===== config.mk =====
export PLATFORM = sky130hd
export DESIGN_NAME = load_store_unit
export DESIGN_NICKNAME = d
export VERILOG_FILES = /design/src/rtl/rv32i_pkg.sv /design/src/rtl/load_store_unit_load_extender.sv /design/src/rtl/load_store_unit.sv
export SDC_FILE = /design/constraint.sdc
export NUM_CORES = 1
export LEC_CHECK = 0
export ABC_AREA = 0
export BUFFER_PORTS_ARGS = -buffer_cell sky130_fd_sc_hd__clkbuf_2
export CELL_PAD_IN_SITES_DETAIL_PLACEMENT = 0
export CELL_PAD_IN_SITES_GLOBAL_PLACEMENT = 1
export CORE_ASPECT_RATIO = 1.25
export CORE_UTILIZATION = 25
export DETAILED_ROUTE_END_ITERATION = 8
export HOLD_SLACK_MARGIN = 0.12
export PLACE_DENSITY_LB_ADDON = 0.1
export SYNTH_ARGS = -nofsm -noshare
export SYNTH_HDL_FRONTEND = slang
export SYNTH_SLANG_ARGS = --single-unit
export TNS_END_PERCENT = 50

===== constraint.sdc =====
create_clock -name clk_i -period 2.45 [get_ports clk_i]
set_clock_uncertainty 0.05 [all_clocks]
set_input_delay 0.3675 -clock clk_i [delete_from_list [all_inputs] [get_ports clk_i]]
set_output_delay 0.3675 -clock clk_i [all_outputs]
set_load 0.005 [all_outputs]

===== src/rtl/rv32i_pkg.sv =====
// rv32i_pkg - shared definitions for the RV32I load/store path.
//   lsu_state_t       : load/store unit FSM state encoding (IDLE/REQ/WAIT_R/DONE)
//   F3_*              : load/store funct3 encodings (bit 2 selects zero-extension)
//   BE_*              : decoder byte-enable patterns (access size, unshifted)
//   lsu_is_misaligned : true when a half/word access is off its natural boundary
//   lsu_align_offset  : byte offset forced onto the natural boundary of the access
package rv32i_pkg;

  typedef logic [1:0] lsu_state_t;

  localparam lsu_state_t LSU_IDLE   = 2'd0;
  localparam lsu_state_t LSU_REQ    = 2'd1;
  localparam lsu_state_t LSU_WAIT_R = 2'd2;
  localparam lsu_state_t LSU_DONE   = 2'd3;

  localparam logic [2:0] F3_LB  = 3'b000;
  localparam logic [2:0] F3_LH  = 3'b001;
  localparam logic [2:0] F3_LW  = 3'b010;
  localparam logic [2:0] F3_LBU = 3'b100;
  localparam logic [2:0] F3_LHU = 3'b101;
  localparam logic [2:0] F3_SB  = 3'b000;
  localparam logic [2:0] F3_SH  = 3'b001;
  localparam logic [2:0] F3_SW  = 3'b010;

  localparam logic [3:0] BE_NONE = 4'b0000;
  localparam logic [3:0] BE_BYTE = 4'b0001;
  localparam logic [3:0] BE_HALF = 4'b0011;
  localparam logic [3:0] BE_WORD = 4'b1111;

  function automatic logic lsu_is_misaligned(input logic [3:0] be, input logic [1:0] off);
    case (be)
      BE_HALF: return off[0];
      BE_WORD: return (off != 2'b00);
      default: return 1'b0;
    endcase
  endfunction

  function automatic logic [1:0] lsu_align_offset(input logic [3:0] be, input logic [1:0] off);
    case (be)
      BE_HALF: return {off[1], 1'b0};
      BE_WORD: return 2'b00;
      default: return off;
    endcase
  endfunction

endpackage


===== src/rtl/load_store_unit_load_extender.sv =====
// load_extender - combinational lane extraction and sign/zero extension of a
// loaded bus word.
//   i_offset   : byte offset of the access inside the word (already aligned)
//   i_byte_en  : access size as decoder byte enable (0001/0011/1111)
//   i_unsigned : 1 = zero-extend, 0 = sign-extend
//   i_word     : raw 32-bit word from the data bus
//   o_result   : right-aligned, extended load result
module load_extender
  import rv32i_pkg::*;
(
  input  logic [1:0]  i_offset,
  input  logic [3:0]  i_byte_en,
  input  logic        i_unsigned,
  input  logic [31:0] i_word,
  output logic [31:0] o_result
);

  logic [7:0]  w_byte;
  logic [15:0] w_half;

  // Select the addressed lane(s) and extend to 32 bits.
  always_comb begin
    w_byte   = 8'h00;
    w_half   = 16'h0000;
    o_result = i_word;
    case (i_offset)
      2'b00:   w_byte = i_word[7:0];
      2'b01:   w_byte = i_word[15:8];
      2'b10:   w_byte = i_word[23:16];
      2'b11:   w_byte = i_word[31:24];
      default: w_byte = 8'h00;
    endcase
    if (i_offset[1]) begin
      w_half = i_word[31:16];
    end else begin
      w_half = i_word[15:0];
    end
    case (i_byte_en)
      BE_BYTE: o_result = {{24{~i_unsigned & w_byte[7]}}, w_byte};
      BE_HALF: o_result = {{16{~i_unsigned & w_half[15]}}, w_half};
      default: o_result = i_word;
    endcase
  end

endmodule


===== src/rtl/load_store_unit.sv =====
// load_store_unit - single-outstanding load/store engine between the execute
// stage and a request/grant data bus.
//   Upstream : clk_i, rst_n_i, valid_i, mem_wr_en_i, byte_en_i, funct3_i,
//              addr_i, wr_data_i -> busy_o, done_o, rd_data_o, misaligned_o
//   Bus      : dmem_req_o, dmem_we_o, dmem_addr_o, dmem_be_o, dmem_wdata_o
//              <- dmem_gnt_i, dmem_rvalid_i, dmem_rdata_i
// Build option: define LSU_MISALIGN_TRAP_EN to reject misaligned half/word
// accesses with a misaligned_o pulse; otherwise the offset is silently forced
// onto the natural boundary and misaligned_o stays 0.
module load_store_unit
  import rv32i_pkg::*;
(
  input  logic        clk_i,
  input  logic        rst_n_i,
  input  logic        valid_i,
  input  logic        mem_wr_en_i,
  input  logic [3:0]  byte_en_i,
  input  logic [2:0]  funct3_i,
  input  logic [31:0] addr_i,
  input  logic [31:0] wr_data_i,
  output logic        busy_o,
  output logic        done_o,
  output logic [31:0] rd_data_o,
  output logic        misaligned_o,
  output logic        dmem_req_o,
  output logic        dmem_we_o,
  output logic [31:0] dmem_addr_o,
  output logic [3:0]  dmem_be_o,
  output logic [31:0] dmem_wdata_o,
  input  logic        dmem_gnt_i,
  input  logic        dmem_rvalid_i,
  input  logic [31:0] dmem_rdata_i
);

  lsu_state_t  r_state;
  logic [31:0] r_addr;
  logic [31:0] r_wdata;
  logic [31:0] r_rd_data;
  logic [3:0]  r_be;
  logic [3:0]  r_size;
  logic [1:0]  r_off;
  logic        r_we;
  logic        r_unsigned;

  logic        w_valid_access;
  logic        w_accept;
  logic        w_misaligned;
  logic [1:0]  w_off;
  logic [31:0] w_wdata;
  logic [31:0] w_ext;
  logic        w_unused_funct3;

  // Only funct3[2] matters here; size comes from the byte enable.
  assign w_unused_funct3 = ^funct3_i[1:0];

  // Gated by rst_n_i so busy_o reads 0 while reset is held.
  assign w_valid_access = rst_n_i & valid_i & (byte_en_i != BE_NONE) & (r_state == LSU_IDLE);

`ifdef LSU_MISALIGN_TRAP_EN
  logic r_misaligned;
  assign w_misaligned = lsu_is_misaligned(byte_en_i, addr_i[1:0]);
  assign w_off        = addr_i[1:0];
  assign misaligned_o = r_misaligned;

  // One-cycle rejection pulse for an off-boundary access.
  always_ff @(posedge clk_i or negedge rst_n_i) begin
    if (!rst_n_i) begin
      r_misaligned <= 1'b0;
    end else begin
      r_misaligned <= w_valid_access & w_misaligned;
    end
  end
`else
  assign w_misaligned = 1'b0;
  assign w_off        = lsu_align_offset(byte_en_i, addr_i[1:0]);
  assign misaligned_o = 1'b0;
`endif

  assign w_accept = w_valid_access & ~w_misaligned;

  // Replicate store data so the active lanes carry it whatever the offset.
  always_comb begin
    w_wdata = wr_data_i;
    case (byte_en_i)
      BE_BYTE: w_wdata = {4{wr_data_i[7:0]}};
      BE_HALF: w_wdata = {2{wr_data_i[15:0]}};
      default: w_wdata = wr_data_i;
    endcase
  end

  load_extender u_load_extender (
    .i_offset   (r_off),
    .i_byte_en  (r_size),
    .i_unsigned (r_unsigned),
    .i_word     (dmem_rdata_i),
    .o_result   (w_ext)
  );

  // Request capture, bus handshake sequencing and load result register.
  always_ff @(posedge clk_i or negedge rst_n_i) begin
    if (!rst_n_i) begin
      r_state    <= LSU_IDLE;
      r_addr     <= 32'h0000_0000;
      r_wdata    <= 32'h0000_0000;
      r_rd_data  <= 32'h0000_0000;
      r_be       <= 4'b0000;
      r_size     <= 4'b0000;
      r_off      <= 2'b00;
      r_we       <= 1'b0;
      r_unsigned <= 1'b0;
    end else begin
      case (r_state)
        LSU_IDLE: begin
          if (w_accept) begin
            r_addr     <= {addr_i[31:2], 2'b00};
            r_wdata    <= w_wdata;
            r_be       <= byte_en_i << w_off;
            r_size     <= byte_en_i;
            r_off      <= w_off;
            r_we       <= mem_wr_en_i;
            r_unsigned <= funct3_i[2];
            r_state    <= LSU_REQ;
          end
        end
        LSU_REQ: begin
          if (dmem_gnt_i) begin
            r_state <= r_we ? LSU_DONE : LSU_WAIT_R;
          end
        end
        LSU_WAIT_R: begin
          if (dmem_rvalid_i) begin
            r_rd_data <= w_ext;
            r_state   <= LSU_DONE;
          end
        end
        LSU_DONE: r_state <= LSU_IDLE;
        default:  r_state <= LSU_IDLE;
      endcase
    end
  end

  assign busy_o       = (r_state == LSU_REQ) | (r_state == LSU_WAIT_R) | w_valid_access;
  assign done_o       = (r_state == LSU_DONE);
  assign rd_data_o    = r_rd_data;
  assign dmem_req_o   = (r_state == LSU_REQ);
  assign dmem_we_o    = r_we;
  assign dmem_addr_o  = r_addr;
  assign dmem_be_o    = r_be;
  assign dmem_wdata_o = r_wdata;

endmodule


==> out/metrics.cfg, run 1 <==
[worst_setup_path]
path_max_fanout=20
crit_path_start_kind=flop
crit_path_end_kind=output port
crit_start=r_state[0]$_DFFE_PN0P_
critical_path_arrival_ns=1.87
worstPathRequired_ns=2.03
crit_type=reg -> out
r2r-start=r_state[0]$_DFFE_PN0P_

[power_and_ir_drop]
cellPowerDensity_nw_per_um2=1160
finalPower_mw=8.05
ir_worst_vdd_mv=0.385
p_leak_nw=3.49

[sta]
rsz0062_at_grt=no
setup_viol=0
period_needed_ns=2.28
timing.final.crit_share_pct=93.2
worstMarginPinSlew_ns=0.943
whs_ns=0.190
hold_viol=0
setup_tns_ns=0
slew_headroom_pct=36.7
final_max_slew_viol_count=0
max_freq_mhz=438

[cells_and_area]
nets=808
multi_input_area_um2=2290
utilization_pct=34.3
nFillCells=2118
antennaDiodeCount=0
regArea_um2=2700
final_cell_mix=207 x clkbuf_2, 108 x dfrtp_1, 69 x nand2_1
syn_to_final_growth_pct=33.2
drive_gt1_share_pct=43.9
layout_commonest_cell=clkbuf_2

[global_routing]
grt_max_degree=67
antenna_found_initial=0
grt_use_total_pct=14.7
grt_pass1_vias=4368
grt_pass1_wl_mm=24.0
grt_overflow=0

[drt]
vias_per_cell=4.43
firstDrtPassIters=4
wl_mm=15.2
antenna_left=0
drtIter0Drc=133
drc=0
avgRoutedWirePerCell_um=15.7
vias=4296

[place]
hpwl_mm=11.4
gp_congestion=0.721
numPortBuffers=208

[worst_hold_path]
hold_path_class=in -> reg
hold_start=dmem_rdata_i[18]

[run]
maxCapViolations=0

[synthesis]
synth.area.top_cells=dfrtp_1 52%, mux2_4 8.6%, o21ai_0 5.3%
yosysWarnings=0
ys_types=43
synth-edff-count=0
ys_async_sr_fraction_pct=100
ys_seq_area_share_pct=51.9
yosysTopAreaCell=dfrtp_1
avgSynthCellArea_um2=10.8
syn_area_um2=5210
synth_top_area_share_pct=51.9
yosys_register_bits=108
synthCells=484
yosys_most_used_dff=dfrtp_1

[floorplan]
io_pins=214
start_util_pct=25.7
rows=58
die-area_um2=21400
die_width_um=131
core_area_um2=20200
die_h_um=163

[clock_tree]
cts_buffers=9
htree_levels=3
cts-resized-gates=0
clkLatencyLatePin_ns=0.35
clk_path_buf_depth=2
clk_pin_slew_worst_paths_ns=0.08
cts_sinks=108
cts_tree=built
root_buffer=clkbuf_16

[run_status]
status=complete, no violations

[power by group]
part,switching [mW],internal (mW)
logic,1.52,1.70
registers,0.526,2.67
clock network,0.724,0.913
[worst max-delay path, stage by stage, from the launching register on]
cell and delay (ns):
dfrtp_1 0.41, inv_1 0.15, ha_1 0.19, or3b_4 0.42, buf_12 0.17, nand2b_1 0.07
clkbuf_2 0.10
[synth_stat cells (3+ instances only)]
cell,count
mux2i_1,25
nor2b_1,3
ha_1,5
o22ai_1,4
o21ai_0,55
nand2_1,69
mux2_2,23
clkbuf_1,12
buf_4,4
nand2b_1,4
nor3b_1,3
nor2_1,42
inv_1,6
dfrtp_1,108
or3_1,6
buf_8,3
buf_2,14
mux2_4,30
a21oi_1,37
[logic make-up after synthesis]
group | share of synthesized area, %
other cells | 0.0720
simple gates | 11.7
buf+inv | 4.37
mux | 19.3
xor+xnor | 0.168
fa+ha+maj | 1.20
compound gates | 11.2
flops | 51.9
[sequential cells by signal, indices dropped and copies added, names as in the netlist]
signal / count
r_state: 2
r_size: 4
dmem_we_o: 1
dmem_be_o: 4
rd_data_o: 32
dmem_wdata_o: 32
r_unsigned: 1
dmem_addr_o: 30
r_off: 2
[per-layer routing]
layer | share of wire [%] | track usage (%) | up-vias
li1 | - | - | 2087
met2 | 50 | 25.0 | 119
met4 | 0.84 | 4.08 | 0
met1 | 42 | 17.9 | 2085
met5 | 0 | 0 | -
met3 | 6.9 | 4.32 | 5
[stage by stage]
| step | cell area (um2) | cells | worst slack [ns] |
|---|---|---|---|
| floorplan | 5220 | 486 | 0.585 |
| global placement | 6590 | 951 | 0.445 |
| detailed placement | 6590 | 951 | 0.409 |
| CTS | 6930 | 968 | 0.0510 |
| global route | 6940 | 969 | 0.0627 |
| finish | 6940 | 969 | 0.166 |
[area by class of cell]
type | count | area share, %
well taps | 270 | 4.87
multi-input cells | 337 | 33.1
clock inverters | 7 | 1.48
inverters | 6 | 0.325
flip-flops and latches | 108 | 39.0
clock buffers | 9 | 3.25
repair buffers | 232 | 18.0
[path summary, 6_finish.rpt]
path	cells after the start	slack (ns)	endpoint
hold reg to reg	2	0.43	rd_data_o[14]$_DFFE_PN0P_
setup / recovery	6	0.17	busy_o
max in group asynchronous	4	0.36	r_unsigned$_DFFE_PN0P_
min in group asynchronous	3	0.63	rd_data_o[29]$_DFFE_PN0P_
setup reg to reg	8	0.40	dmem_wdata_o[11]$_DFFE_PN0P_
hold / removal	3	0.19	rd_data_o[18]$_DFFE_PN0P_
[repair_timing]
action	CTS	global route
hold buffers	1	0
buffers inserted	0	1
endpoints found under the setup margin	0	1
hold endpoints to repair	42	0
Note: power is estimated with default switching activity, not from simulation.
==> inputs of run 2 (changes only) <==
Settings changed: CORE_MARGIN from default to 4.
==> run 2 against run 1 <==
Net effect:
- combinational power hardly changed
- setup slack got worse by 0.032 ns
- cell count down 0.41%
- first-iteration DRC count decreased by 7.5%
- routed wire length increased by 3.1%
- hold slack worse by 0.065 ns
==> out/metrics.cfg, run 2 (synthesized netlist as in run 1, its figures left out) <==
[worst_setup_path]
reg2regPathDepth=5  ; was 8
r2r-end=dmem_addr_o[16]$_DFFE_PN0P_  ; was dmem_wdata_o[11]$_DFFE_PN0P_
reg2reg_slack_ns=0.41  ; was 0.40 ns
crit_start=r_state[0]$_DFFE_PN0P_  ; unchanged
crit_path_end_kind=output port  ; unchanged
r2r-start=r_state[0]$_DFFE_PN0P_  ; unchanged
crit_type=reg -> out  ; unchanged
crit_path_start_kind=flop  ; unchanged
path_max_fanout=25  ; was 20
critical_path_arrival_ns=1.90  ; was 1.87 ns
worstPathRequired_ns=2.03  ; about the same
endpoint=busy_o  ; unchanged

[sta]
final_max_slew_viol_count=0  ; unchanged
period_needed_ns=2.32  ; was 2.28 ns
timing.final.crit_share_pct=94.5  ; was 93.2%
hold_viol=0  ; unchanged
setup_viol=0  ; unchanged
setup_tns_ns=0  ; unchanged
worstMarginPinSlew_ns=0.744  ; was 0.943 ns
rsz0062_at_grt=no  ; unchanged
max_freq_mhz=432  ; was 438 MHz
slew_headroom_pct=50.4  ; was 36.7%

[cells_and_area]
syn_to_final_growth_pct=31.9  ; was 33.2%
regArea_um2=2700  ; unchanged
nets=805  ; was 808
layout_commonest_cell=clkbuf_2  ; unchanged
multi_input_area_um2=2290  ; unchanged
drive_gt1_share_pct=43.5  ; was 43.9%
nFillCells=2147  ; was 2118
antennaDiodeCount=0  ; unchanged
final_cell_mix=207 x clkbuf_2, 108 x dfrtp_1, 69 x nand2_1  ; unchanged

[floorplan]
start_util_pct=25.6  ; was 25.7%
io_pins=214  ; unchanged
core_area_um2=20300  ; was 20200 um2
die_h_um=169  ; was 163 um
die-area_um2=23200  ; was 21400 um2
die_width_um=137  ; was 131 um
rows=58  ; unchanged

[drt]
firstDrtPassIters=4  ; unchanged
vias=4217  ; was 4296
drtIter0Drc=123  ; was 133
antenna_left=0  ; unchanged
wl_mm=15.7  ; was 15.2 mm
avgRoutedWirePerCell_um=16.3  ; was 15.7 um
vias_per_cell=4.37  ; was 4.43
drc=0  ; unchanged

[clock_tree]
root_buffer=clkbuf_16  ; unchanged
cts_sinks=108  ; unchanged
cts-resized-gates=0  ; unchanged
hold_buffers=0  ; was 1
cts_post_setup_buffers_inserted=0  ; unchanged
cts_buffers=9  ; unchanged
cts_tree=built  ; unchanged
htree_levels=3  ; unchanged
clkLatencyLatePin_ns=0.35  ; about the same
clk_path_buf_depth=2  ; unchanged
clk_pin_slew_worst_paths_ns=0.07  ; was 0.08 ns

[global_routing]
grt_max_degree=57  ; was 67
grt_use_total_pct=13.6  ; was 14.7%
grt_pass1_wl_mm=24.7  ; was 24.0 mm
antenna_found_initial=0  ; unchanged
grt_overflow=0  ; unchanged
grt_pass1_vias=4530  ; was 4368

[place]
hpwl_mm=12.0  ; was 11.4 mm
gp_congestion=0.776  ; was 0.721
numPortBuffers=208  ; unchanged

[power_and_ir_drop]
cellPowerDensity_nw_per_um2=1140  ; was 1160 nW/um2
finalPower_mw=7.86  ; was 8.05 mW
ir_worst_vdd_mv=0.387  ; was 0.385 mV
p_leak_nw=3.46  ; was 3.49 nW

[worst_hold_path]
hold_path_class=in -> async  ; was in -> reg

[run]
maxCapViolations=0  ; unchanged

[run_status]
status=complete, no violations  ; unchanged

==> run 2: worst max-delay path, cell delays in order (launching register included) <==
cell,delay (ns)
dfrtp_1,0.40
inv_1,0.15
ha_1,0.18
or3b_4,0.56
nand2b_1,0.14
clkbuf_2,0.12
==> run 2: area by class of cell <==
cell class	count	area share, %
inverters	6	0.328
well taps	270	4.92
flip-flops and latches	108	39.4
clock inverters	4	0.747
repair buffers	229	17.9
clock buffers	11	3.39
multi-input cells	337	33.4
==> run 2: per-layer routing <==
layer | track usage (%) | share of wire (%) | vias to the layer above | wire length, um
li1 | - | - | 2071 | -
met3 | 4.03 | 7.5 | 11 | 1180
met1 | 16.0 | 41 | 2006 | 6480
met2 | 23.4 | 50 | 129 | 7800
met5 | 0 | 0 | - | 0
met4 | 4.95 | 1.5 | 0 | 235
==> run 2: power by group <==
group          leakage [nW]  switching [mW]  internal [mW]
combinational          2.03            1.52           1.69
sequential             1.30           0.531           2.67
clock                 0.136           0.669          0.790
==> run 2: worst min-delay path by stage <==
stage | from | to | slack (ns) | cells past startpoint
after CTS | rst_n_i | r_state[0]$_DFFE_PN0P_ | 0.16 | 2
after detailed placement | dmem_wdata_o[15]$_DFFE_PN0P_ | dmem_wdata_o[15]$_DFFE_PN0P_ | 0.42 | 2
after floorplan | rst_n_i | dmem_addr_o[10]$_DFFE_PN0P_ | 0.02 | 0
after global routing | dmem_rdata_i[26] | rd_data_o[26]$_DFFE_PN0P_ | 0.18 | 3
final | rst_n_i | rd_data_o[29]$_DFFE_PN0P_ | 0.12 | 2
after global placement | dmem_wdata_o[27]$_DFFE_PN0P_ | dmem_wdata_o[27]$_DFFE_PN0P_ | 0.41 | 2
==> run 2: stage by stage <==
| stage | area (um2) | instances | setup WS, ns | util (%) | hold slack (ns) |
|---|---|---|---|---|---|
| 2_1_floorplan | 5220 | 486 | 0.585 | - | 0.0219 |
| 3_3_place_gp | 6580 | 950 | 0.286 | 32.4 | 0.412 |
| 6_report | 6870 | 965 | 0.135 | 33.8 | 0.125 |
| 4_1_cts | 6870 | 965 | 0.0803 | 33.8 | 0.164 |
| 5_1_grt | 6870 | 965 | 0.0228 | 33.8 | 0.181 |
| 3_5_place_dp | 6580 | 950 | 0.237 | 32.4 | 0.419 |
